File: src/rtl/alu_seq_pkg.sv
// alu_seq_pkg: opcode, ALU control and FSM state encodings shared by the sequencer and its decoder
package alu_seq_pkg;
  localparam logic [3:0] OP_NOP  = 4'h0;
  localparam logic [3:0] OP_AND  = 4'h1;
  localparam logic [3:0] OP_OR   = 4'h2;
  localparam logic [3:0] OP_ADD  = 4'h3;
  localparam logic [3:0] OP_SUB  = 4'h4;
  localparam logic [3:0] OP_SLT  = 4'h5;
  localparam logic [3:0] OP_NOR  = 4'h6;
  localparam logic [3:0] OP_ADDI = 4'h7;
  localparam logic [3:0] CTL_AND = 4'b0000;
  localparam logic [3:0] CTL_OR  = 4'b0001;
  localparam logic [3:0] CTL_ADD = 4'b0010;
  localparam logic [3:0] CTL_SUB = 4'b0110;
  localparam logic [3:0] CTL_SLT = 4'b0111;
  localparam logic [3:0] CTL_NOR = 4'b1100;
  typedef enum logic [1:0] {
    S_IDLE   = 2'd0,
    S_DECODE = 2'd1,
    S_EXEC   = 2'd2,
    S_WB     = 2'd3
  } state_t;
endpackage

File: src/rtl/alu_instr_decode.sv
// alu_instr_decode: opcode -> ALU control, operand select, nop/illegal flags and overflow-tracking enable
module alu_instr_decode
  import alu_seq_pkg::*;
(
  input  logic [3:0] op,
  output logic [3:0] ctl,
  output logic       sel,
  output logic       is_nop,
  output logic       is_illegal,
  output logic       ovf_check
);
  always_comb begin
    ctl = op == OP_OR ? CTL_OR :
          (op == OP_ADD || op == OP_ADDI) ? CTL_ADD :
          op == OP_SUB ? CTL_SUB :
          op == OP_SLT ? CTL_SLT :
          op == OP_NOR ? CTL_NOR : CTL_AND;
    sel = op == OP_ADDI;
    is_nop = op == OP_NOP;
    is_illegal = op[3];
    ovf_check = op == OP_ADD || op == OP_SUB || op == OP_ADDI;
  end
endmodule

File: src/rtl/alu_op_sequencer.sv
// alu_op_sequencer: accepts 16-bit instructions over valid/ready and sequences decode, ALU execute and register write-back
module alu_op_sequencer
  import alu_seq_pkg::*;
#(
  parameter int ALU_LAT = 1,
  parameter int CNT_W   = 16
) (
  input  logic             clk,
  input  logic             rst,
  input  logic             instr_valid,
  output logic             instr_ready,
  input  logic [15:0]      instr,
  output logic [3:0]       ReadRgAddr1,
  output logic [3:0]       ReadRgAddr2,
  output logic [3:0]       WriteRgAddr,
  output logic [15:0]      immediate,
  output logic             sel,
  output logic [3:0]       Control,
  input  logic             Overflow,
  output logic             done,
  output logic             illegal,
  output logic             ovf_sticky,
  input  logic             ovf_clr,
  output logic [CNT_W-1:0] retired_count
);
  localparam int LW = ALU_LAT > 1 ? $clog2(ALU_LAT) : 1;
  state_t st, nx;
  logic [15:0] iq;
  logic [LW-1:0] cnt;
  logic nop, ill, ovf_chk;
  alu_instr_decode u_dec (
    .op        (iq[15:12]),
    .ctl       (Control),
    .sel       (sel),
    .is_nop    (nop),
    .is_illegal(ill),
    .ovf_check (ovf_chk)
  );
  assign ReadRgAddr1 = iq[7:4];
  assign ReadRgAddr2 = iq[3:0];
  assign immediate = {12'b0, iq[3:0]};
  always_comb begin
    nx = st == S_IDLE ? (instr_valid && instr_ready ? S_DECODE : S_IDLE) :
         st == S_DECODE ? (nop || ill ? S_IDLE : S_EXEC) :
         st == S_EXEC ? (cnt == '0 ? S_WB : S_EXEC) : S_IDLE;
    instr_ready = st == S_IDLE && !rst;
    WriteRgAddr = st == S_WB ? iq[11:8] : 4'd0;
    done = st == S_WB || (st == S_DECODE && (nop || ill));
    illegal = st == S_DECODE && ill;
  end
  always_ff @(posedge clk) begin
    if (rst) begin
      st <= S_IDLE;
      iq <= '0;
      cnt <= '0;
      ovf_sticky <= 1'b0;
      retired_count <= '0;
    end else begin
      st <= nx;
      if (instr_valid && instr_ready) iq <= instr;
      cnt <= st == S_EXEC ? cnt - LW'(1) : LW'(ALU_LAT - 1);
      ovf_sticky <= (st == S_WB && ovf_chk && Overflow) || (ovf_sticky && !ovf_clr);
      retired_count <= retired_count + CNT_W'(done && !illegal);
    end
  end
endmodule

File: config.mk
export PLATFORM = sky130hd
export DESIGN_NAME = alu_op_sequencer
export DESIGN_NICKNAME = d
export VERILOG_FILES = /design/src/rtl/alu_seq_pkg.sv /design/src/rtl/alu_instr_decode.sv /design/src/rtl/alu_op_sequencer.sv
export SDC_FILE = /design/constraint.sdc
export NUM_CORES = 1
export LEC_CHECK = 0
export ABC_CLOCK_PERIOD_IN_PS = 2000
export BUFFER_PORTS_ARGS = -buffer_cell sky130_fd_sc_hd__buf_2
export CAP_MARGIN = 20
export CORE_MARGIN = 5
export CORE_UTILIZATION = 43
export CTS_CLUSTER_DIAMETER = 100
export DETAILED_ROUTE_END_ITERATION = 7
export PLACE_DENSITY_LB_ADDON = 0.15
export SLEW_MARGIN = 5
export SYNTH_ARGS = -nofsm -noshare
export SYNTH_HDL_FRONTEND = slang
export SYNTH_SLANG_ARGS = --single-unit
File: constraint.sdc
create_clock -name clk -period 2 [get_ports clk]
set_input_delay 0.4 -clock clk [delete_from_list [all_inputs] [get_ports clk]]
set_output_delay 0.4 -clock clk [all_outputs]
set_load 0.005 [all_outputs]
==> results of run 1 <==
==> worst max-delay path: stages (launching register included) <==
cell and delay [ns]:
dfxtp_1 0.32, nor3_2 0.20, o31a_1 0.16, nor2b_4 0.16, ha_4 0.16, ha_4 0.14
buf_4 0.12, nand3_2 0.13, o31ai_1 0.35, a21oi_2 0.09
==> state kept, by name, summed over array words and instances (netlist names) <==
name           flops
retired_count     16
st                 2
ovf_sticky         1
cnt                1
iq                16
==> power by group through the flow <==
stage | clock [mW] | sequential (mW) | combinational [mW]
6_report | 0.530 | 0.754 | 0.153
5_1_grt | 0.588 | 0.757 | 0.171
4_1_cts | 0.548 | 0.753 | 0.150
3_5_place_dp | 0 | 0.769 | 0.149
3_3_place_gp | 0 | 0.769 | 0.150
2_1_floorplan | 0 | 0.769 | 0.121
==> metal layers <==
metal	GRT usage	routed length (um)
met1	0.1878	1805
met2	0.2146	1751
met3	0.06622	332
met4	0.04743	24
met5	0	0
==> per-stage QoR <==
step | instance area (um2) | std cells | hold slack, ns | utilization | setup slack, ns
floorplan | 1877 | 224 | 0.3833 | - | -0.02537
global placement | 2063 | 309 | 0.3979 | 0.5158 | 0.01704
detailed placement | 2063 | 309 | 0.3971 | 0.5158 | -0.01908
CTS | 2171 | 319 | 0.3377 | 0.5427 | 0.003049
global route | 2212 | 319 | 0.3369 | 0.5530 | -0.04307
finish | 2212 | 319 | 0.3476 | 0.5530 | 0.05911
==> logic make-up (layout without fill, tap and decap cells) <==
kind of cell    after synthesis  count (layout)
compound gates               35              35
xor+xnor                      3               3
fa+ha+maj                     2               2
buf+inv                      38              82
flops                        36              36
mux                           5               5
other cells                   1              12
simple gates                 93              94
==> final timing paths <==
path,startpoint,endpoint,slack [ns]
worst max-delay path,iq[12],retired_count[8],0.06
worst min-delay path,instr[6],iq[6],0.35
worst max register to register,iq[12],retired_count[8],0.06
worst min register to register,cnt,cnt,0.40
==> area by class of cell <==
| type | count | area [um2] | share of cell area |
|---|---|---|---|
| Multi-Input combinational cell | 151 | 943.4 | 0.4265 |
| Inverter | 2 | 7.507 | 0.003394 |
| Tap cell | 50 | 62.56 | 0.02828 |
| Sequential cell | 36 | 720.7 | 0.3258 |
| Timing Repair Buffer | 72 | 387.9 | 0.1753 |
| Clock buffer | 8 | 90.09 | 0.04072 |
==> cells in the mapped netlist <==
| cell type | n | share of area |
|---|---|---|
| a21oi_1 | 27 | 0.076 |
| and3_1 | 4 | 0.014 |
| and3b_1 | 1 | 0.0049 |
| buf_1 | 3 | 0.0063 |
| buf_2 | 6 | 0.017 |
| buf_4 | 24 | 0.10 |
| buf_6 | 1 | 0.0063 |
| clkbuf_1 | 2 | 0.0042 |
| conb_1 | 1 | 0.0021 |
| dfxtp_1 | 36 | 0.41 |
| ha_1 | 2 | 0.014 |
| inv_1 | 2 | 0.0042 |
| mux2_2 | 4 | 0.025 |
| mux2i_1 | 1 | 0.0056 |
| nand2_1 | 36 | 0.076 |
| nand2b_1 | 3 | 0.011 |
| nand3_1 | 5 | 0.014 |
| nand3_2 | 1 | 0.0056 |
| nand3b_1 | 1 | 0.0042 |
| nand4_1 | 3 | 0.011 |
| nand4_2 | 1 | 0.0070 |
| nor2_1 | 9 | 0.019 |
| nor2b_1 | 8 | 0.028 |
| nor3_1 | 2 | 0.0056 |
| nor3b_1 | 1 | 0.0042 |
| nor4_1 | 4 | 0.014 |
| nor4b_1 | 1 | 0.0049 |
| nor4b_4 | 1 | 0.013 |
| o21ai_0 | 3 | 0.0084 |
| o31a_1 | 1 | 0.0049 |
| o31ai_1 | 4 | 0.017 |
| or2_2 | 1 | 0.0035 |
| or3_1 | 3 | 0.011 |
| or3b_2 | 1 | 0.0049 |
| or4_1 | 5 | 0.021 |
| or4b_1 | 2 | 0.011 |
| xnor2_1 | 2 | 0.0098 |
| xor2_1 | 1 | 0.0049 |
==> repair_timing <==
action | in CTS | in global routing
setup endpoints to repair | 3 | 12
gates resized for setup | 0 | 8
gates cloned | 1 | 0
setup buffers | 1 | 0
hold buffers | 0 | 0
pin swaps | 1 | 6
==> run_results.csv, run 1 <==
group,metric,value,unit
power,clkPwrFrac,0.369,
power,ir_worst_vdd,0.4028,mV
logic_synthesis,synth_compound_area_frac,0.1062,
logic_synthesis,ys_seq_area_frac,0.4051,
timing,tns,0,ns
layout,fillers,370,
detailed_routing,via_per_inst,4.759,
power,p_leak,0.9725,nW
timing,hold_viol,0,
timing,skew,0.007987,ns
floorplanning,num_rows,23,
logic_synthesis,synth_xor_area_frac,0.01477,
detailed_routing,wl,3.913,mm
detailed_routing,drc,0,
detailed_routing,drt-initial-drc-count,67,
worst_setup_path,rr_worst_depth,9,
worst_setup_path,worstPathRequired,2.17,ns
logic_synthesis,netlist_area,1779,um2
worst_hold_path,min_path_type,"primary input to flop",
layout,mostFrequentLayoutCell,"buf_2",
floorplanning,die_area,5524,um2
logic_synthesis,syn_area_per_cell,8.353,um2
logic_synthesis,synthSimpleGateAreaFrac,0.2876,
outcome,status,"complete, no violations",
clock_network,cts_tree,"built",
layout,diodes,0,
logic_synthesis,synth_seq_cells,36,
power,power_density,649.5,nW/um2
global_route,antenna_found_initial,0,
timing,slew_viol_final,0,
layout,final_cell_mix,"61 x buf_2, 36 x nand2_1, 36 x dfxtp_1",
detailed_routing,wire_per_inst,12.27,um
power,intPower,1.092,mW
logic_synthesis,synthMuxAreaShare,0.03094,
detailed_routing,route.vias.total,1518,
worst_setup_path,cp.arrival,2.11,ns
detailed_routing,ant_nets,0,
power,combinationalPowerShare,0.106,
timing,rsz0062_at_grt,"yes",
detailed_routing,dr.pass1.iters,4,
layout,drive_gt1_frac,0.3680,
logic_synthesis,synth_cells,213,
placed_design,gp_congestion,0.7410,
global_route,grt_pass1_vias,1323,
layout,fin_nets,291,
global_route,grt_pass1_wl,6.037,mm
clock_network,clkSinkCount,36,
layout,area_growth,24.33,%
global_route,grt-ovfl-total,0,
global_route,grt_util_all_layers,0.1447,
logic_synthesis,synth_top_family_by_area,"simple AND/OR/NAND/NOR gates",
floorplanning,io_pins,74,
job,maxCapViolCount,0,
placed_design,hpwlAfterDp,2.755,mm
logic_synthesis,synthDistinctLibCells,38,
floorplanning,dieHeight,74.33,um
timing,setup_violations,0,
clock_network,clk_pin_slew,0.07,ns
clock_network,cts-root-buf,"clkbuf_8",
timing,max_slew_margin,0.6333,
logic_synthesis,yosysWarnings,0,
logic_synthesis,synth_adder_area_share,0.01406,
power,p_sw_frac,0.2402,
worst_setup_path,worstSetupPathType,"flop to flop",
worst_setup_path,critPathLaunchType,"flop",
clock_network,h-tree-depth,2,
worst_hold_path,hold_depth,3,
placed_design,io_buffers,61,
power,power.total,1.437,mW
timing,min_period,1.941,ns
timing,max_freq,515.2,MHz
floorplanning,coreArea,4000,um2
clock_network,clock_latency,0.29,ns
worst_setup_path,endpoint_kind,"flop",
floorplanning,die_w,74.33,um
power,power_frac_seq,0.525,
clock_network,cts_made_buffers,5,
global_route,grt_max_degree,38,
clock_network,clk_path_buf_depth,2,
timing,finalCritPeriodShare,0.9704,
timing,worstMarginPinSlew,0.5500,ns
floorplanning,start_util,0.4448,
worst_setup_path,path_max_fanout,4,
power,p_switching,0.3451,mW
(Power assumes the default switching activity.)
==> run 2, diff against run 1 <==
--- a/config.mk
+++ b/config.mk
@@ -13,7 +13,9 @@
 export CTS_CLUSTER_DIAMETER = 100
 export DETAILED_ROUTE_END_ITERATION = 7
 export PLACE_DENSITY_LB_ADDON = 0.15
+export SETUP_SLACK_MARGIN = 0.5
 export SLEW_MARGIN = 5
 export SYNTH_ARGS = -nofsm -noshare
 export SYNTH_HDL_FRONTEND = slang
 export SYNTH_SLANG_ARGS = --single-unit
+export TNS_END_PERCENT = 5
==> run_results.csv, run 2 (synthesis gave the netlist of run 1 again) <==
group,metric,value,unit
outcome,status,"complete, no violations",
timing,fin_ws,0.007838,ns
detailed_routing,drc,0,
placed_design,io_buffers,61,
timing,max_freq,502.0,MHz
layout,fillers,389,
worst_setup_path,reg2reg_to,"retired_count[10]",
detailed_routing,route.vias.total,1559,
clock_network,clock_latency,0.28,ns
power,p_leak,1.026,nW
detailed_routing,m1WireLength,1.801,mm
timing,hold_ws,0.3492,ns
power,power.total,1.464,mW
worst_setup_path,endpoint,"retired_count[10]",
layout,postLayoutCellArea,2374,um2
placed_design,dpl_cell_area,2078,um2
clock_network,clk_path_buf_depth,2,
layout,final_cell_mix,"56 x buf_2, 36 x nand2_1, 31 x dfxtp_1",
global_route,grt_util_all_layers,0.1445,
worst_setup_path,endpoint_kind,"flop",
detailed_routing,via_per_inst,4.812,
worst_setup_path,worstPathRequired,2.22,ns
global_route,grt_pass1_wl,6.196,mm
timing,hold_viol,0,
global_route,grt_pass1_vias,1388,
timing,max_slew_margin,0.6460,
placed_design,place_ws,-0.08298,ns
worst_setup_path,rr_worst_depth,8,
clock_network,cts-root-buf,"clkbuf_8",
worst_setup_path,r2r_start,"iq[14]",
clock_network,cts_tree,"built",
placed_design,gp_congestion,0.7475,
detailed_routing,met3_length,339,um
power,ir_worst_vdd,0.5400,mV
floorplanning,num_rows,23,
worst_setup_path,startpoint,"iq[14]",
global_route,antenna_found_initial,0,
floorplanning,die_area,5524,um2
detailed_routing,wl_met2,1.925,mm
timing,rsz0062_at_grt,"yes",
worst_setup_path,worstSetupPathType,"flop to flop",
clock_network,h-tree-depth,2,
placed_design,hpwlAfterDp,2.823,mm
layout,final_util,0.5934,
worst_setup_path,cp.arrival,2.21,ns
detailed_routing,drt-initial-drc-count,61,
global_route,grt_max_degree,38,
clock_network,cts_made_buffers,5,
timing,finalCritPeriodShare,0.9961,
power,power_density,616.8,nW/um2
detailed_routing,dr.pass1.iters,4,
floorplanning,die_w,74.33,um
worst_setup_path,rrSetupSlack,0.008,ns
floorplanning,io_pins,74,
global_route,grt-ovfl-total,0,
timing,setup_violations,0,
timing,worstMarginPinSlew,0.5310,ns
worst_setup_path,critPathLaunchType,"flop",
layout,drive_gt1_frac,0.4307,
layout,stdcell_count,324,
timing,skew,0.006608,ns
timing,min_period,1.992,ns
job,maxCapViolCount,0,
worst_hold_path,min_path_type,"primary input to flop",
layout,mostFrequentLayoutCell,"buf_2",
timing,tns,0,ns
detailed_routing,ant_nets,0,
worst_hold_path,hp-start,"instr[12]",
clock_network,clkSinkCount,36,
clock_network,clk_pin_slew,0.07,ns
detailed_routing,top_layer_used,"met4",
worst_setup_path,path_max_fanout,8,
worst_hold_path,hold_depth,3,
detailed_routing,wl,4.104,mm
layout,area_growth,33.40,%
floorplanning,coreArea,4000,um2
floorplanning,dieHeight,74.33,um
timing,slew_viol_final,0,
floorplanning,start_util,0.4448,
layout,diodes,0,
layout,fin_nets,296,
layout,top_regs,"iq: 16 flops, retired_count: 16 flops, st: 2 flops",
placed_design,dp_cells,311,
detailed_routing,wire_per_inst,12.67,um
-- run 2: cell types whose count changed in the layout (fill, tap and decap cells not counted), sizes merged --
cell	change
clkinv	+2
buf	+6
clkbuf	-2
nand3	-1
-- run 2: layer usage --
layer,vias up,GRT usage
met1,697,0.1753
met2,46,0.2372
met3,4,0.05405
met4,0,0.04743
met5,-,0
li1,812,-
-- run 2: layout make-up --
type                            count  area [um2]  share of cell area
Clock buffer                        6       82.58             0.03479
Clock inverter                      2       10.01            0.004217
Inverter                            2       7.507            0.003163
Multi-Input combinational cell    150       987.2              0.4159
Sequential cell                    36       729.5              0.3073
Tap cell                           50       62.56             0.02636
Timing Repair Buffer               78       494.2              0.2082
-- run 2: worst max-delay path, stage by stage (launching register included) --
cell and delay (ns):
dfxtp_2 0.34, nor3_4 0.19, o31a_1 0.18, nor2b_4 0.17, ha_4 0.15, ha_4 0.14
nand3_4 0.13, or4_1 0.50, a21oi_1 0.13
-- run 2: worst min-delay path by stage --
stage / to / slack, ns
after global placement: cnt / 0.39
after global routing: iq[5] / 0.33
after CTS: iq[9] / 0.34
after floorplan: cnt / 0.38
after detailed placement: cnt / 0.40
final: iq[12] / 0.35
-- run 2: where the power goes --
part | total [mW] | switching (mW) | leakage [nW] | internal, mW
Sequential | 0.756 | 0.0170 | 0.294 | 0.739
Clock | 0.527 | 0.253 | 0.0510 | 0.275
Combinational | 0.181 | 0.0888 | 0.681 | 0.0918
Total | 1.46 | 0.358 | 1.03 | 1.11
-- run 2: what timing repair did --
action,CTS,global route
buffers inserted,4,1
gates resized for setup,15,24
endpoints found under the setup margin,41,42
hold buffers,0,0
pin swaps,12,12
